File: src/rtl/core_pkg.sv
// Shared core constants: datapath widths, instruction-cycle phases and the
// op1 encodings used by the write-address decoder.
package core_pkg;

  localparam int CORE_DATA_W = 16;
  localparam int CORE_ADDR_W = 3;

  typedef enum logic [2:0] {
    P_FETCH = 3'd0,
    P_READ  = 3'd1,
    P_EXEC  = 3'd2,
    P_MEM   = 3'd3,
    P_WB    = 3'd4
  } phase_e;

  localparam logic [1:0] OP1_ALU    = 2'b00;
  localparam logic [1:0] OP1_LOAD   = 2'b01;
  localparam logic [1:0] OP1_STORE  = 2'b10;
  localparam logic [1:0] OP1_BRANCH = 2'b11;

endpackage

File: src/rtl/regfile_read_port.sv
// One registered read port: array mux, optional write bypass, hold register.
// Bypass is compiled in with REGFILE_WB_BYPASS_EN.
module regfile_read_port
  import core_pkg::*;
#(
  parameter int DATA_W = CORE_DATA_W,
  parameter int ADDR_W = CORE_ADDR_W
) (
  input  logic                                clock,
  input  logic                                reset,
  input  logic                                cap_en,
  input  logic [ADDR_W-1:0]                   rd_add,
  input  logic [(2**ADDR_W)-1:0][DATA_W-1:0]  regs,
  input  logic                                wr_en,
  input  logic [ADDR_W-1:0]                   wr_add,
  input  logic [DATA_W-1:0]                   wb_data,
  output logic [DATA_W-1:0]                   rd_data
);

`ifdef REGFILE_WB_BYPASS_EN
  localparam bit BYPASS = 1'b1;
`else
  localparam bit BYPASS = 1'b0;
`endif

  logic [DATA_W-1:0] sel;

  // Only a same-edge commit can hit here; otherwise the array is already current.
  always_comb begin
    sel = regs[rd_add];
    if (BYPASS && wr_en && (wr_add == rd_add)) sel = wb_data;
  end

  always_ff @(posedge clock) begin
    if (reset)       rd_data <= '0;
    else if (cap_en) rd_data <= sel;
  end

endmodule

File: src/rtl/register_file_wb.sv
// Writeback-stage register file: 2**ADDR_W x DATA_W, two registered read ports,
// phase-gated write commit. Optional same-edge bypass: REGFILE_WB_BYPASS_EN.
module register_file_wb
  import core_pkg::*;
#(
  parameter int DATA_W   = CORE_DATA_W,
  parameter int ADDR_W   = CORE_ADDR_W,
  parameter int RD_PHASE = P_READ,
  parameter int WB_PHASE = P_WB
) (
  input  logic              clock,
  input  logic              reset,
  input  logic [2:0]        phase,
  input  logic [ADDR_W-1:0] rd_add_a,
  input  logic [ADDR_W-1:0] rd_add_b,
  input  logic [ADDR_W-1:0] write_add,
  input  logic              writeOrder,
  input  logic [DATA_W-1:0] wb_data,
  output logic [DATA_W-1:0] rd_data_a,
  output logic [DATA_W-1:0] rd_data_b,
  output logic              wb_done,
  input  logic [ADDR_W-1:0] dbg_sel,
  output logic [DATA_W-1:0] dbg_data
);

  localparam int         NREG      = 2**ADDR_W;
  localparam int         NUM_PORTS = 2;
  localparam logic [2:0] RD_P      = 3'(RD_PHASE);
  localparam logic [2:0] WB_P      = 3'(WB_PHASE);

  logic [NREG-1:0][DATA_W-1:0]      regs;
  logic [NUM_PORTS-1:0][ADDR_W-1:0] rd_add;
  logic [NUM_PORTS-1:0][DATA_W-1:0] rd_q;
  logic                             rd_en, wr_en;

  // Illegal phases 5..7 never match either constant, so they fall out as no-ops.
  assign rd_en = (phase == RD_P);
  assign wr_en = (phase == WB_P) && writeOrder;

  always_ff @(posedge clock) begin
    if (reset) begin
      regs    <= '0;
      wb_done <= 1'b0;
    end else begin
      wb_done <= wr_en;
      if (wr_en) regs[write_add] <= wb_data;
    end
  end

  assign rd_add = {rd_add_b, rd_add_a};

  for (genvar p = 0; p < NUM_PORTS; p++) begin : g_port
    regfile_read_port #(
      .DATA_W (DATA_W),
      .ADDR_W (ADDR_W)
    ) u_port (
      .clock   (clock),
      .reset   (reset),
      .cap_en  (rd_en),
      .rd_add  (rd_add[p]),
      .regs    (regs),
      .wr_en   (wr_en),
      .wr_add  (write_add),
      .wb_data (wb_data),
      .rd_data (rd_q[p])
    );
  end

  assign rd_data_a = rd_q[0];
  assign rd_data_b = rd_q[1];
  assign dbg_data  = regs[dbg_sel];

endmodule

File: config.mk
export PLATFORM = sky130hd
export DESIGN_NAME = register_file_wb
export DESIGN_NICKNAME = d
export VERILOG_FILES = /design/src/rtl/core_pkg.sv /design/src/rtl/regfile_read_port.sv /design/src/rtl/register_file_wb.sv
export SDC_FILE = /design/constraint.sdc
export NUM_CORES = 1
export LEC_CHECK = 0
export CELL_PAD_IN_SITES_DETAIL_PLACEMENT = 1
export CELL_PAD_IN_SITES_GLOBAL_PLACEMENT = 1
export CORE_MARGIN = 5
export CORE_UTILIZATION = 40
export DETAILED_ROUTE_END_ITERATION = 10
export PLACE_DENSITY_LB_ADDON = 0.1
export SLEW_MARGIN = 40
export SYNTH_ARGS = -nofsm -noshare
export SYNTH_HDL_FRONTEND = slang
export SYNTH_SLANG_ARGS = --single-unit
export TNS_END_PERCENT = 1
File: constraint.sdc
create_clock -name clock -period 5 [get_ports clock]
set_input_delay 1 -clock clock [delete_from_list [all_inputs] [get_ports clock]]
set_output_delay 1 -clock clock [all_outputs]
set_load 0.05 [all_outputs]
==> impl_metrics.csv <==
group,metric,value,unit
route,vias,7048,
floorplan,coreArea,21700,sq um
floorplan,die-area,24900,sq um
cells_and_area,area_delta_synth_final,17.1,%
sta,drv_slew,0,
floorplan,ios,83,
sta,hold_violations,0,
route,drtAntennaViolNets,0,
placed_design,place_area,9670,sq um
power_and_ir_drop,p_leak,4.20,nW
cts,clk_latency,440,ps
route,drc_errors,0,
floorplan,start_util,40.3,%
global_route,grtUsageTotal,23.8,%
setup_path,start_kind,"input pin",
global_route,overflow,0,
global_route,antenna_found_initial,0,
cts,root_buffer,"clkbuf_16",
floorplan,rows,54,
cells_and_area,antenna_cells,0,
sta,fin_crit_sh,84.5,%
logic_synthesis,avgSynthCellArea,10.0,sq um
route,vias_per_cell,5.92,
outcome,outcome,"finished, final reports clean",
route,wirelength,29.3,mm
sta,min_period,4230,ps
logic_synthesis,ys_ff_latch,161,
global_route,grt_max_degree,59,
worst_hold_path,hold_class,"reg -> reg",
cells_and_area,nNetsFinal,932,
route,wl_met2,13.1,mm
global_route,grt_pass1_wl,44.7,mm
sta,setup_violations,0,
sta,max_slew_margin,45.1,%
cells_and_area,finalInstanceArea,10200,sq um
route,wl_met1,14.0,mm
floorplan,dieHeight,158,microns
power_and_ir_drop,power_density,290,nW/um^2
placed_design,portBuffers,82,
logic_synthesis,yosysWarnings,0,
cts,cts_buffers,17,
cts,ctsHtreeMaxLevel,4,
cts,holdBufCountCts,0,
job,max_cap_violations,0,
power_and_ir_drop,vdd_drop_max,230,uV
setup_path,end_kind,"output pin",
cts,post_cts_buffers,0,
route,highest_layer,"met4",
setup_path,cp.required,4000,ps
cts,clk_path_buf_depth,2,
global_route,grt_pass1_vias,7227,
setup_path,worstPathArrival,3230,ps
route,wl_per_cell,24.6,microns
sta,skew,13.2,ps
cts,cts_sinks,161,
logic_synthesis,syn_nets,905,
placed_design,place_congestion,0.825,
sta,setup_tns,0,ps
sta,max_freq,0.237,GHz
logic_synthesis,syn_inst,871,
setup_path,critPathKind,"in -> out",
placed_design,dp_hpwl,18.2,mm
logic_synthesis,ys_types,24,
route,dr.pass1.iters,5,
route,met3_length,1.66,mm
floorplan,die_w,158,microns
sta,worst_pin_slew,823,ps
logic_synthesis,ys_seq_area_share,36.9,%
logic_synthesis,synth_area,8740,sq um
cts,path_clk_slew,60,ps
cts,cts_tree,"yes",
route,first_iter_violations,492,
cells_and_area,drive_above_1_share,13.3,%
sta,rsz0062_at_grt,"no",
cts,cts_resized,0,
setup_path,crit_fanout,22,
==> per-stage QoR <==
step,power [mW],cells,hold WS (ps),util [%],setup slack (ps)
3_3_place_gp,1.69,1159,489,44.5,824
6_report,2.97,1191,494,47.2,775
3_5_place_dp,1.70,1159,490,44.6,774
2_1_floorplan,1.58,871,499,-,1640
4_1_cts,2.98,1191,499,47.2,769
5_1_grt,3.05,1191,516,47.2,708
==> cell type report <==
class	count	area [sq um]
Sequential cell	161	3220
Clock inverter	11	108
Timing Repair Buffer	102	978
Clock buffer	21	460
Multi-Input combinational cell	616	5120
Fill cell	2356	11400
Tap cell	280	350
==> registers in the layout, indices dropped and copies added (netlist names) <==
| signal | cells |
|---|---|
| wb_done | 1 |
| g_port.u_port.rd_data | 32 |
| regs | 128 |
==> synth_stat cells, drive strengths merged <==
cell / count / area [sq um]
mux2i: 256 / 2560
nor2: 165 / 619
dfxtp: 161 / 3220
a22oi: 64 / 480
buf: 51 / 288
clkbuf: 43 / 161
nor3: 33 / 176
a21oi: 32 / 160
mux4: 32 / 721
mux2: 16 / 180
nor2b: 4 / 25.0
and2: 3 / 18.8
nand2: 2 / 7.51
nand4b: 2 / 17.5
nor4b: 2 / 17.5
and4bb: 1 / 12.5
nand3: 1 / 10.0
nand4: 1 / 12.5
nand4bb: 1 / 27.5
nor4: 1 / 21.3
==> layer usage <==
metal / GRT usage, % / up-vias
met5: 0 / -
met1: 34.7 / 3566
met2: 36.0 / 243
met4: 6.76 / 0
met3: 4.32 / 40
li1: - / 3199
==> final timing paths <==
path                                       startpoint                                        to  slack, ps  cells past startpoint
min          g_port[1].u_port.rd_data[4]$_SDFFE_PP0N_  g_port[1].u_port.rd_data[4]$_SDFFE_PP0N_        490                      2
max reg2reg                     regs[56]$_SDFFE_PP0P_  g_port[1].u_port.rd_data[8]$_SDFFE_PP0N_       3650                      4
min reg2reg  g_port[1].u_port.rd_data[4]$_SDFFE_PP0N_  g_port[1].u_port.rd_data[4]$_SDFFE_PP0N_        490                      2
max                                        dbg_sel[0]                               dbg_data[6]        770                      5
==> cell families (layout without fill, tap and decap cells) <==
kind of cell           count (synthesis)  after routing  synth area share [%]
AO/OA/AOI/OAI                         96             96                  7.33
multiplexers                         304            304                  39.6
buffers and inverters                 94            134                  5.14
flip-flops                           161            161                  36.9
AND/OR/NAND/NOR                      216            216                  11.0
==> critical path: stages <==
cell and delay (ps):
buf_2 370, buf_12 270, mux4_2 530, mux2_2 310, clkdlybuf4s50_1 720
==> where the power goes <==
part | internal, mW | total [mW] | switching [mW]
Sequential | 1.30 | 1.31 | 0.0113
Combinational | 0.130 | 0.363 | 0.234
Clock | 0.715 | 1.29 | 0.578
==> cells in the final DEF (no fill, tap or decap), types with 3 or more instances in the layout <==
master and count:
mux2i_1 256, nor3_1 32, clkinvlp_4 5, clkdlybuf4s50_1 77, nor2_1 163, nor2b_2 4
mux4_2 32, a22oi_1 64, mux2_2 16, a21oi_1 32, clkinv_4 3, and2_2 3
clkbuf_16 17, buf_4 21, dfxtp_1 161
No activity file was read; power rests on OpenSTA's default activity.
==> patch 1: new RTL, same flow settings <==
Build with the macro `REGFILE_WB_BYPASS_EN` defined.
--- a/src/rtl/regfile_read_port.sv
+++ b/src/rtl/regfile_read_port.sv
@@ -1,4 +1,6 @@
 // One registered read port: array mux, optional write bypass, hold register.
 // Bypass is compiled in with REGFILE_WB_BYPASS_EN.
+`define REGFILE_WB_BYPASS_EN
+
 module regfile_read_port
   import core_pkg::*;
Behaviour: same outputs for any inputs over 4 cycles, from zero or initial values and one cycle with reset high; that may be too few to reach the edited logic, so the function may still have changed.
==> patch 1 against the unedited design <==
Sequential cell count is the same. Worst hold slack worse by 26 ps. Design area is 0.13% higher. Clock power grew 5%. Synthesized cell count decreased by 3.8%. Combinational power is 6.6% lower. Non-clock buffer count rose by 3. Count of clock-buffer cells in the layout fell by 1. Routed wire length shrank 1.8%. Synthesized area shrank 0.43%. Worst setup slack improved by 44 ps. Power up 0.84%.
==> patch 1: results (changes against the unedited design) <==
* Tot GR Track Use at 23.3% (-0.44 points)
* Top flop regs: regs: 128 flops, g_port.u_port.rd_data: 32 flops, wb_done: 1 flops
* Number of port buffers at 82 (unchanged)
* First-pass GRT wire length at 43.6 mm (-2.3%)
* Non-Filler Instances at 1165 (-2.2%)
* Vias in the first global route at 7333 (+1.5%)
* Routed wl met2 at 14.9 mm (+14%)
* FFs w/ async S/R, synth at 0% (unchanged)
* Int Pwr at 2.20 mW (+2.6%)
* Top post-synthesis cells by count: 256 x mux2i_1, 161 x dfxtp_1, 150 x nor2_1
* CP Max Fanout at 22 (unchanged)
* Dpl ws at 800 ps (+26.5 ps)
* Status: finished clean
* Worst Hold Slack at 468 ps (-26.0 ps)
* M1 WL at 12.4 mm (-12%)
* Worst Min Path Start: g_port[0].u_port.rd_data[8]$_SDFFE_PP0N_
* Worst-margin pin slew at 863 ps (+39.9 ps)
* DR pass1 iterations at 5 (unchanged)
* Placed Cells at 1133 (-2.2%)
* Final Skew at 8.13 ps (-5.11 ps)
* Peak supply drop at 0.000145 V (-37%)
* Hpwl dp at 17.2 mm (-5.3%)
* Gpl congestion at 0.795 (-3.6%)
* Register area share after synthesis at 37.0% (+0.16 points)
* Post-DP Area at 9650 sq um (-0.23%)
* Cell leakage power at 4.22 nW (+0.45%)
* Mapped Cells at 838 (-3.8%)
* # nets final at 906 (-2.8%)
* CP startpoint: dbg_sel[1]
* Initial DRC count at 318 (-35%)
* Yosys cell types at 29 (+21%)
* WL per Instance at 24.7 um (+0.42%)
* Layout cell share with drive strength beyond 1 at 13.7% (+0.39 points)
* CP arrival at 3180 ps (-50 ps)
* Reg2Reg Launch Point: regs[60]$_SDFFE_PP0P_
* Mapped Nets at 872 (-3.6%)
* Final cycle utilization of the critical path at 83.6% (-0.88 points)
* Top cells by area, synth: dfxtp_1 37%, mux2i_1 29%, mux4_2 8.3%
==> patch 1: cell count changes in the layout (fill, tap and decap cells not counted), sizes merged, moves of 2 or more <==
cell	unedited run	this run
a21oi	32	17
a32o	0	15
nor3	33	18
nor2	165	151
buf	25	28
clkinvlp	5	2
inv	1	3
==> patch 1: metal layers <==
| metal | up-vias | GRT usage, % |
|---|---|---|
| li1 | 3134 | - |
| met1 | 3534 | 28.6 |
| met2 | 137 | 42.4 |
| met3 | 37 | 2.89 |
| met4 | 0 | 7.54 |
| met5 | - | 0 |
==> patch 1: final timing paths <==
path | end | cells after the start
worst max register to register | g_port[1].u_port.rd_data[12]$_SDFFE_PP0N_ | 4
worst min register to register | g_port[0].u_port.rd_data[8]$_SDFFE_PP0N_ | 1
worst max-delay path | dbg_data[14] | 5
worst min-delay path | g_port[0].u_port.rd_data[8]$_SDFFE_PP0N_ | 1
==> patch 1: area by class of cell <==
class                   instances  area, sq um
clock inverters                12          130
flip-flops and latches        161         3220
repair buffers                105         1010
fillers                      2316        11400
clock buffers                  20          467
multi-input cells             587         5070
well taps                     280          350
==> patch 1: power by group through the flow <==
stage,Sequential [mW],Clock [mW],Combinational (mW)
finish,1.31,1.35,0.339
global route,1.31,1.43,0.356
CTS,1.31,1.38,0.340
detailed placement,1.34,0,0.339
global placement,1.34,0,0.331
floorplan,1.37,0,0.185
==> patch 1: logic make-up after synthesis <==
family          share of synthesized area, %
buf+inv                                 5.00
compound gates                          8.22
mux                                     39.8
simple gates                            9.96
flops                                   37.0
==> patch 1: per-stage QoR <==
step                      total power [mW]  utilization (%)
after floorplan                       1.56                -
after global placement                1.67             44.6
after detailed placement              1.68             44.6
after CTS                             3.03             47.4
after global routing                  3.09             47.4
final                                 2.99             47.4
==> patch 2: new RTL, same flow settings <==
Made on the original files. Make the reset (`reset`) asynchronous in 2 clocked blocks.
--- a/src/rtl/regfile_read_port.sv
+++ b/src/rtl/regfile_read_port.sv
@@ -32,5 +32,5 @@
   end
 
-  always_ff @(posedge clock) begin
+  always_ff @(posedge clock or posedge reset) begin
     if (reset)       rd_data <= '0;
     else if (cap_en) rd_data <= sel;
--- a/src/rtl/register_file_wb.sv
+++ b/src/rtl/register_file_wb.sv
@@ -38,5 +38,5 @@
   assign wr_en = (phase == WB_P) && writeOrder;
 
-  always_ff @(posedge clock) begin
+  always_ff @(posedge clock or posedge reset) begin
     if (reset) begin
       regs    <= '0;
Function: differs if reset is asserted again (counterexample within 4 cycles, from zero or initial values and one cycle with reset high); with reset held inactive, the same outputs for 4 cycles.
==> patch 2 against the unedited design <==
Utilization is 0.45 points higher. Highest routed layer unchanged. Design area increased by 5.1%. Worst setup slack improved by 290 ps. Worst hold slack worse by 14 ps. Routed wire length is 9.4% lower. Sequential cell count did not move. Synthesized area is 4.6% higher. Cell count is 13% lower. Register-to-register slack better by 150 ps. Global-route usage is 2.7 points lower. Synthesized cell count is 23% lower.
Power is not compared: it rests on default switching activity, and its combinational part moved more than twofold at a synthesized area within 25%.
==> patch 2: results (changes against the unedited design) <==
* Reg2Reg Launch Point: regs[68]$_DFFE_PP0P_
* Mapped Nets at 704 (-22%)
* Gpl congestion at 0.807 (-2.2%)
* Top cells by area, synth: dfrtp_1 44%, mux2_2 25%, mux4_2 7.9%
* Post-DP Area at 10200 sq um (+5.3%)
* R2R cell count at 3 (-1)
* Worst-margin pin slew at 761 ps (-61.3 ps)
* Routed WL at 26.5 mm (-9.4%)
* Initial DRC count at 324 (-34%)
* Dpl ws at 1050 ps (+279 ps)
* First-pass GRT wire length at 42.2 mm (-5.4%)
* Status: finished clean
* Via density at 5.93 (+0.16%)
* # nets final at 767 (-18%)
* Top cell type's share of synthesized area at 44.1% (+7.2 points)
* Yosys cell types at 27 (+13%)
* Vias in the first global route at 6875 (-4.9%)
* Area Growth Syn to Fin at 17.7%
* Mapped Cells at 670 (-23%)
* Layout cell share with drive strength beyond 1 at 41.4% (+28 points)
* CP arrival at 2940 ps (-290 ps)
* CP Max Fanout at 32 (+45%)
* WL per Instance at 25.7 um (+4.7%)
* Largest net degree at the start of global routing at 103 (+75%)
* F_max at 0.254 GHz (+7.3%)
## patch 2: cell count changes after synthesis, moves of 64 or more
cell,before,now
nor2_1,165,3
dfrtp_1,0,161
mux2_2,16,203
mux2i_1,256,64
dfxtp_1,161,0
a22oi_1,64,0
## patch 2: worst reg2reg max path, stage by stage (launching register included)
cell and delay (ps):
dfrtp_1 420, mux2_2 290, o22ai_1 240, o31ai_1 120
## patch 2: kinds of logic (layout without fill, tap and decap cells)
logic type,Yosys count,count (layout),synth area share (%)
buffers and inverters,57,133,3.41
and+or+nand+nor,52,52,3.93
AOI/OAI and AO/OA,96,96,7.88
DFF,161,161,44.1
muxes,304,304,40.7
## patch 2: final cells by class
type	instances	area, sq um
clock inverter	14	135
clock buffer	18	439
sequential	161	4030
inverter	2	11.3
tap	285	357
multi-input combinational	452	4810
timing repair buffer	99	973
fill	2281	11800
## patch 2: routing by layer
metal	vias to the layer above	track usage, %	share of wire (%)
li1	2715	-	-
met1	3229	29.2	44
met2	153	35.0	49
met3	14	3.55	5.9
met4	0	5.04	1.0
met5	-	0	0
## patch 2: worst min-delay path by stage
stage                                                           to  slack [ps]  depth (start not counted)
after floorplan                               regs[80]$_DFFE_PP0P_         510                          1
after global placement    g_port[0].u_port.rd_data[12]$_DFFE_PP0N_         470                          2
after detailed placement   g_port[1].u_port.rd_data[6]$_DFFE_PP0N_         470                          2
after CTS                 g_port[1].u_port.rd_data[11]$_DFFE_PP0N_         490                          2
after global routing       g_port[1].u_port.rd_data[1]$_DFFE_PP0N_         510                          2
final                      g_port[1].u_port.rd_data[1]$_DFFE_PP0N_         480                          2
